[src/rtl/pwm_seq_pkg.sv]
// pwm_seq_pkg: shared state encoding, default parameters and MAXV helper for the pwm sequencer
package pwm_seq_pkg;
  typedef enum logic [2:0] {IDLE, RAMP_UP, HOLD_HI, RAMP_DOWN, HOLD_LO} state_t;
  localparam int DEF_BITS = 9;
  localparam int DEF_NUM_CH = 4;
  localparam int DEF_TICK_DIV = 12000;
  localparam int DEF_HOLD_W = 8;
  function automatic int maxv(input int bits);
    return (1 << bits) - 1;
  endfunction
endpackage

[src/rtl/pwm_sequencer_tick_gen.sv]
// tick_gen: prescaler emitting a one-clk tick every TICK_DIV clks while enabled
module tick_gen #(
  parameter int TICK_DIV = 12000
) (
  input  logic clk,
  input  logic rst,
  input  logic en,
  output logic tick
);
  localparam int CW = $clog2(TICK_DIV);
  logic [CW-1:0] cnt;
  assign tick = en && cnt == CW'(TICK_DIV - 1);
  always_ff @(posedge clk) begin
    if (rst || !en) cnt <= '0;
    else cnt <= tick ? '0 : cnt + 1'b1;
  end
endmodule

[src/rtl/pwm_sequencer.sv]
// pwm_sequencer: breathing-pattern duty sequencer rotating across one-hot LED channels
module pwm_sequencer
  import pwm_seq_pkg::*;
#(
  parameter int BITS = DEF_BITS,
  parameter int NUM_CH = DEF_NUM_CH,
  parameter int TICK_DIV = DEF_TICK_DIV,
  parameter int HOLD_W = DEF_HOLD_W
) (
  input  logic              clk,
  input  logic              rst,
  input  logic              start,
  input  logic              stop,
  input  logic [BITS-1:0]   step,
  input  logic [HOLD_W-1:0] hold,
  output logic [BITS-1:0]   duty,
  output logic [NUM_CH-1:0] ch_sel,
  output logic              busy,
  output logic              cycle_done
);
  localparam logic [BITS-1:0] MAXV = BITS'(maxv(BITS));
  state_t state, state_n;
  logic [BITS-1:0] duty_n, step_l, step_l_n, up, down, step_in;
  logic [HOLD_W-1:0] hold_l, hold_l_n, hold_cnt, hold_cnt_n;
  logic [NUM_CH-1:0] ch_sel_n;
  logic [BITS:0] sum;
  logic stop_p, stop_p_n, done_n, tick, hold_end;
  tick_gen #(.TICK_DIV(TICK_DIV)) u_tick (.clk(clk), .rst(rst), .en(busy), .tick(tick));
  assign busy = state != IDLE;
  assign sum = {1'b0, duty} + {1'b0, step_l};
  assign up = sum > {1'b0, MAXV} ? MAXV : sum[BITS-1:0];
  assign down = duty > step_l ? duty - step_l : '0;
  assign step_in = step == '0 ? BITS'(1) : step;
  assign hold_end = hold_cnt == hold_l;
  always_comb begin
    state_n = state;
    duty_n = duty;
    step_l_n = step_l;
    hold_l_n = hold_l;
    hold_cnt_n = hold_cnt;
    ch_sel_n = ch_sel;
    done_n = 1'b0;
    stop_p_n = stop_p | (busy & stop);
    case (state)
      IDLE: if (start && !stop) begin
        state_n = RAMP_UP;
        step_l_n = step_in;
        hold_l_n = hold;
      end
      RAMP_UP: if (tick) begin
        duty_n = up;
        if (up == MAXV) begin
          state_n = HOLD_HI;
          hold_cnt_n = '0;
        end
      end
      HOLD_HI: if (tick) begin
        state_n = hold_end ? RAMP_DOWN : HOLD_HI;
        hold_cnt_n = hold_end ? hold_cnt : hold_cnt + 1'b1;
      end
      RAMP_DOWN: if (tick) begin
        duty_n = down;
        if (down == '0) begin
          state_n = HOLD_LO;
          hold_cnt_n = '0;
        end
      end
      HOLD_LO: if (tick) begin
        if (hold_end) begin
          done_n = 1'b1;
          ch_sel_n = {ch_sel[NUM_CH-2:0], ch_sel[NUM_CH-1]};
          if (stop_p) begin
            state_n = IDLE;
            stop_p_n = 1'b0;
          end else begin
            state_n = RAMP_UP;
            step_l_n = step_in;
            hold_l_n = hold;
          end
        end else hold_cnt_n = hold_cnt + 1'b1;
      end
      default: state_n = IDLE;
    endcase
  end
  always_ff @(posedge clk) begin
    if (rst) begin
      state <= IDLE;
      duty <= '0;
      step_l <= BITS'(1);
      hold_l <= '0;
      hold_cnt <= '0;
      ch_sel <= NUM_CH'(1);
      stop_p <= 1'b0;
      cycle_done <= 1'b0;
    end else begin
      state <= state_n;
      duty <= duty_n;
      step_l <= step_l_n;
      hold_l <= hold_l_n;
      hold_cnt <= hold_cnt_n;
      ch_sel <= ch_sel_n;
      stop_p <= stop_p_n;
      cycle_done <= done_n;
    end
  end
endmodule
[config.mk]
export PLATFORM = sky130hd
export DESIGN_NAME = pwm_sequencer
export DESIGN_NICKNAME = d
export VERILOG_FILES = /design/src/rtl/pwm_seq_pkg.sv /design/src/rtl/pwm_sequencer_tick_gen.sv /design/src/rtl/pwm_sequencer.sv
export SDC_FILE = /design/constraint.sdc
export NUM_CORES = 1
export LEC_CHECK = 0
export BUFFER_PORTS_ARGS = -buffer_cell sky130_fd_sc_hd__buf_2
export CELL_PAD_IN_SITES_DETAIL_PLACEMENT = 0
export CELL_PAD_IN_SITES_GLOBAL_PLACEMENT = 2
export CORE_MARGIN = 4
export CORE_UTILIZATION = 36
export DETAILED_ROUTE_END_ITERATION = 6
export HOLD_SLACK_MARGIN = 0.05
export PLACE_DENSITY_LB_ADDON = 0.05
export SETUP_SLACK_MARGIN = 0.05
export SLEW_MARGIN = 20
export SYNTH_ARGS = -nofsm -noshare
export SYNTH_HDL_FRONTEND = slang
export SYNTH_HIERARCHICAL = 1
export SYNTH_SLANG_ARGS = --single-unit
[constraint.sdc]
create_clock -name clk -period 3.65 [get_ports clk]
set_input_delay 0 -clock clk [delete_from_list [all_inputs] [get_ports clk]]
set_output_delay 0 -clock clk [all_outputs]
set_load 0.1 [all_outputs]
==> metrics.txt <==
# TYPE chip_impl_metric gauge
chip_impl_info{name="status",value="finished, final reports clean"} 1
chip_impl_metric{name="synth.yosys.seq_area_share",unit=""} 0.305
chip_impl_metric{name="timing.clock.skew",unit="ps"} 14.2
chip_impl_metric{name="slew_headroom",unit=""} 0.462
chip_impl_metric{name="critical_path.max_fanout",unit=""} 4
chip_impl_metric{name="postSynthNetCount",unit=""} 510
chip_impl_metric{name="detail_route.drc_violations",unit=""} 0
chip_impl_metric{name="drv.max_cap_violation_count",unit=""} 0
chip_impl_info{name="ys.flop_type",value="sky130_fd_sc_hd__dfxtp_1"} 1
chip_impl_metric{name="grt_first_pass_wirelength",unit="um"} 17500
chip_impl_metric{name="first_global_vias",unit=""} 3515
chip_impl_metric{name="grt_usage",unit=""} 0.185
chip_impl_info{name="synth.area.top_cells",value="sky130_fd_sc_hd__dfxtp_1 (31%), sky130_fd_sc_hd__nor2_1 (7.4%), sky130_fd_sc_hd__ha_1 (6.7%)"} 1
chip_impl_metric{name="cts.sink_count",unit=""} 57
chip_impl_metric{name="fin_area",unit="um^2"} 4390
chip_impl_metric{name="detailed_place.area",unit="um^2"} 4010
chip_impl_metric{name="ant_nets",unit=""} 0
chip_impl_metric{name="coreArea",unit="um^2"} 9950
chip_impl_info{name="cp-start-kind",value="flop"} 1
chip_impl_metric{name="worst_max_slew_pin_slew",unit="ps"} 807
chip_impl_metric{name="report.final.hold_viol_count",unit=""} 0
chip_impl_metric{name="io_buffer_count",unit=""} 35
chip_impl_metric{name="area_fraction_of_the_dominant_cell_type_after_synthesis",unit=""} 0.305
chip_impl_metric{name="stdcell_count",unit=""} 651
chip_impl_metric{name="setup_viol_count_final",unit=""} 0
chip_impl_metric{name="floorplan.die.height",unit="um"} 110
chip_impl_metric{name="global_route_overflow",unit=""} 0
chip_impl_metric{name="cp_data_required_time",unit="ps"} 3880
chip_impl_metric{name="globalplace.congestion",unit=""} 0.860
chip_impl_metric{name="syn_area",unit="um^2"} 3740
chip_impl_metric{name="boundaryPins",unit=""} 36
chip_impl_metric{name="slew_viol_final",unit=""} 0
chip_impl_metric{name="hold-worst-slack",unit="ps"} 242
chip_impl_metric{name="postSynthCellCount",unit=""} 467
chip_impl_metric{name="power.static_leakage",unit="nW"} 1.79
chip_impl_metric{name="synth_edf_count",unit=""} 0
chip_impl_metric{name="synthesis.area_per_instance",unit="um^2"} 8.01
chip_impl_metric{name="avgRoutedWirePerCell",unit="um"} 16.5
chip_impl_metric{name="final_net_count",unit=""} 556
chip_impl_metric{name="detail_route.first_pass.iterations",unit=""} 4
chip_impl_metric{name="clock_tree.htree_level_count",unit=""} 3
chip_impl_metric{name="cts-buffers-inserted",unit=""} 9
chip_impl_metric{name="cts_max_path_buffers",unit=""} 2
chip_impl_metric{name="dr.first_iter.drc_count",unit=""} 158
chip_impl_metric{name="area_delta_synth_final",unit="%"} 17.4
chip_impl_metric{name="final_min_period_over_clock_period",unit=""} 0.912
chip_impl_info{name="cts_root_buf",value="sky130_fd_sc_hd__clkbuf_8"} 1
chip_impl_metric{name="num_rows",unit=""} 36
chip_impl_info{name="rsz0062_at_grt",value="false"} 1
chip_impl_metric{name="timing.critical_path.arrival",unit="ps"} 3560
chip_impl_info{name="yosysMostFrequentCell",value="sky130_fd_sc_hd__nor2_1"} 1
chip_impl_metric{name="clock.fmax",unit="MHz"} 300
chip_impl_info{name="min_path_type",value="in -> reg"} 1
chip_impl_metric{name="synth-seq-cells",unit=""} 57
chip_impl_metric{name="clock_latency",unit="ps"} 340
chip_impl_metric{name="cts.reportedPaths.clkPinSlew",unit="ps"} 80
chip_impl_metric{name="route.vias.total",unit=""} 3578
chip_impl_metric{name="power_density_over_cell_area",unit="nW/um^2"} 325
chip_impl_info{name="cts_tree",value="built"} 1
chip_impl_info{name="critical_path.endpoint_type",value="flop"} 1
chip_impl_metric{name="post_cts_buffers",unit=""} 0
chip_impl_metric{name="vdd_drop_max",unit="mV"} 0.216
chip_impl_info{name="dominant_cell_type_by_area_after_synthesis",value="sky130_fd_sc_hd__dfxtp_1"} 1
chip_impl_metric{name="fin_crit",unit="ps"} 3330
chip_impl_metric{name="route.final.wire_length",unit="um"} 10700
chip_impl_info{name="yosys-top-cells-count",value="sky130_fd_sc_hd__nor2_1 (74), sky130_fd_sc_hd__dfxtp_1 (57), sky130_fd_sc_hd__a21oi_1 (34)"} 1
chip_impl_metric{name="via_density",unit=""} 5.50
chip_impl_metric{name="grt_antenna_before_repair",unit=""} 0
chip_impl_metric{name="num_antenna_cells",unit=""} 0
chip_impl_metric{name="pin_count_of_the_biggest_net_entering_global_routing",unit=""} 43
chip_impl_metric{name="synthDistinctLibCells",unit=""} 69
chip_impl_info{name="critical_path_class",value="reg -> reg"} 1
chip_impl_metric{name="numPlacedInstances",unit=""} 617
chip_impl_metric{name="asyncSetResetFlopFracSynth",unit=""} 0
chip_impl_metric{name="die_area",unit="um^2"} 12100
chip_impl_metric{name="dp.final_hpwl",unit="um"} 7690
chip_impl_metric{name="start_util",unit=""} 0.376
chip_impl_metric{name="layout-drive-gt1-share",unit=""} 0.133
chip_impl_metric{name="fin_setup_tns",unit="ps"} 0
chip_impl_metric{name="synth-warning-count",unit=""} 6
chip_impl_metric{name="die_w",unit="um"} 110
worst max-delay path, cell delays in order (launching register included):
cell and delay, ps:
sky130_fd_sc_hd__dfxtp_1 340, sky130_fd_sc_hd__ha_1 250, sky130_fd_sc_hd__fa_1 430, sky130_fd_sc_hd__nand2b_1 160
sky130_fd_sc_hd__a2111oi_2 100, sky130_fd_sc_hd__or3_1 410, sky130_fd_sc_hd__o211ai_1 270, sky130_fd_sc_hd__or4b_4 540
sky130_fd_sc_hd__a221oi_4 310, sky130_fd_sc_hd__o21ai_1 140, sky130_fd_sc_hd__a32o_1 270
registers in the layout, indices dropped and copies added, names as in the netlist:
signal,cells
ch_sel,4
u_tick/cnt,14
hold_cnt,8
state,3
stop_p,1
cycle_done,1
hold_l,8
step_l,9
duty,9
layer usage:
layer / vias up / wire, um / GRT usage
met1: 1756 / 4910 / 0.235
met2: 54 / 5300 / 0.310
met5: - / 0 / 0
li1: 1756 / - / -
met3: 12 / 304 / 0.0352
met4: 0 / 203 / 0.0686
final timing paths:
check,slack [ps],cells after the start,from,end
min,240,2,rst,step_l[2]
max reg2reg,320,10,duty[0],hold_cnt[1]
max,320,10,duty[0],hold_cnt[1]
min reg2reg,480,1,u_tick/cnt[0],u_tick/cnt[0]
cells in the final DEF (no fill, tap or decap), types with 3 or more instances in the layout:
| master | n |
|---|---|
| sky130_fd_sc_hd__a211oi_1 | 4 |
| sky130_fd_sc_hd__a21o_1 | 5 |
| sky130_fd_sc_hd__a21oi_1 | 34 |
| sky130_fd_sc_hd__a311oi_1 | 6 |
| sky130_fd_sc_hd__a31oi_1 | 5 |
| sky130_fd_sc_hd__and3_1 | 3 |
| sky130_fd_sc_hd__buf_2 | 35 |
| sky130_fd_sc_hd__buf_4 | 6 |
| sky130_fd_sc_hd__clkbuf_8 | 10 |
| sky130_fd_sc_hd__clkinvlp_4 | 3 |
| sky130_fd_sc_hd__dfxtp_1 | 57 |
| sky130_fd_sc_hd__dlygate4sd3_1 | 18 |
| sky130_fd_sc_hd__ha_1 | 20 |
| sky130_fd_sc_hd__inv_1 | 24 |
| sky130_fd_sc_hd__mux2i_1 | 14 |
| sky130_fd_sc_hd__nand2_1 | 33 |
| sky130_fd_sc_hd__nand2b_1 | 7 |
| sky130_fd_sc_hd__nand3_1 | 13 |
| sky130_fd_sc_hd__nand4_1 | 4 |
| sky130_fd_sc_hd__nor2_1 | 74 |
| sky130_fd_sc_hd__nor2b_1 | 9 |
| sky130_fd_sc_hd__nor3_1 | 10 |
| sky130_fd_sc_hd__nor3b_1 | 3 |
| sky130_fd_sc_hd__nor4_1 | 8 |
| sky130_fd_sc_hd__o2111ai_1 | 3 |
| sky130_fd_sc_hd__o211ai_1 | 5 |
| sky130_fd_sc_hd__o21a_1 | 4 |
| sky130_fd_sc_hd__o21ai_0 | 16 |
| sky130_fd_sc_hd__o32ai_1 | 3 |
| sky130_fd_sc_hd__or3_1 | 4 |
| sky130_fd_sc_hd__or4_1 | 4 |
| sky130_fd_sc_hd__xnor2_1 | 12 |
| sky130_fd_sc_hd__xor2_1 | 15 |
stage by stage:
stage	power, mW	utilization	setup slack [ps]
after detailed placement	0.817	0.402	382
final	1.43	0.441	320
after global routing	1.50	0.441	75.3
after CTS	1.45	0.441	330
after floorplan	0.775	-	129
after global placement	0.817	0.402	391
cells by family (layout without fill, tap and decap cells):
group	count (synthesis)	count (layout)	share of synthesized area
AO/OA/AOI/OAI	112	112	0.208
XOR/XNOR	27	27	0.0632
adder cells (fa/ha/maj)	22	22	0.0776
buffers and inverters	48	99	0.0562
flip-flops	57	57	0.305
multiplexers	16	16	0.0445
AND/OR/NAND/NOR	185	185	0.245
cell type report:
class	count	area [um^2]
multi-input combinational	362	2390
sequential	57	1140
timing repair buffer	59	400
tap	133	166
clock buffer	10	138
inverter	24	90.1
clock inverter	6	66.3
fill	1015	5560
where the power goes:
group	internal (mW)	switching [mW]
combinational	0.0692	0.104
clock	0.335	0.272
sequential	0.635	0.0109
timing repair:
action | in CTS | in global routing
hold buffers | 18 | 0
hold endpoints to repair | 18 | 0
setup endpoints to repair | 0 | 0
resized for setup | 0 | 0
Power figures use the tool's default switching activity.
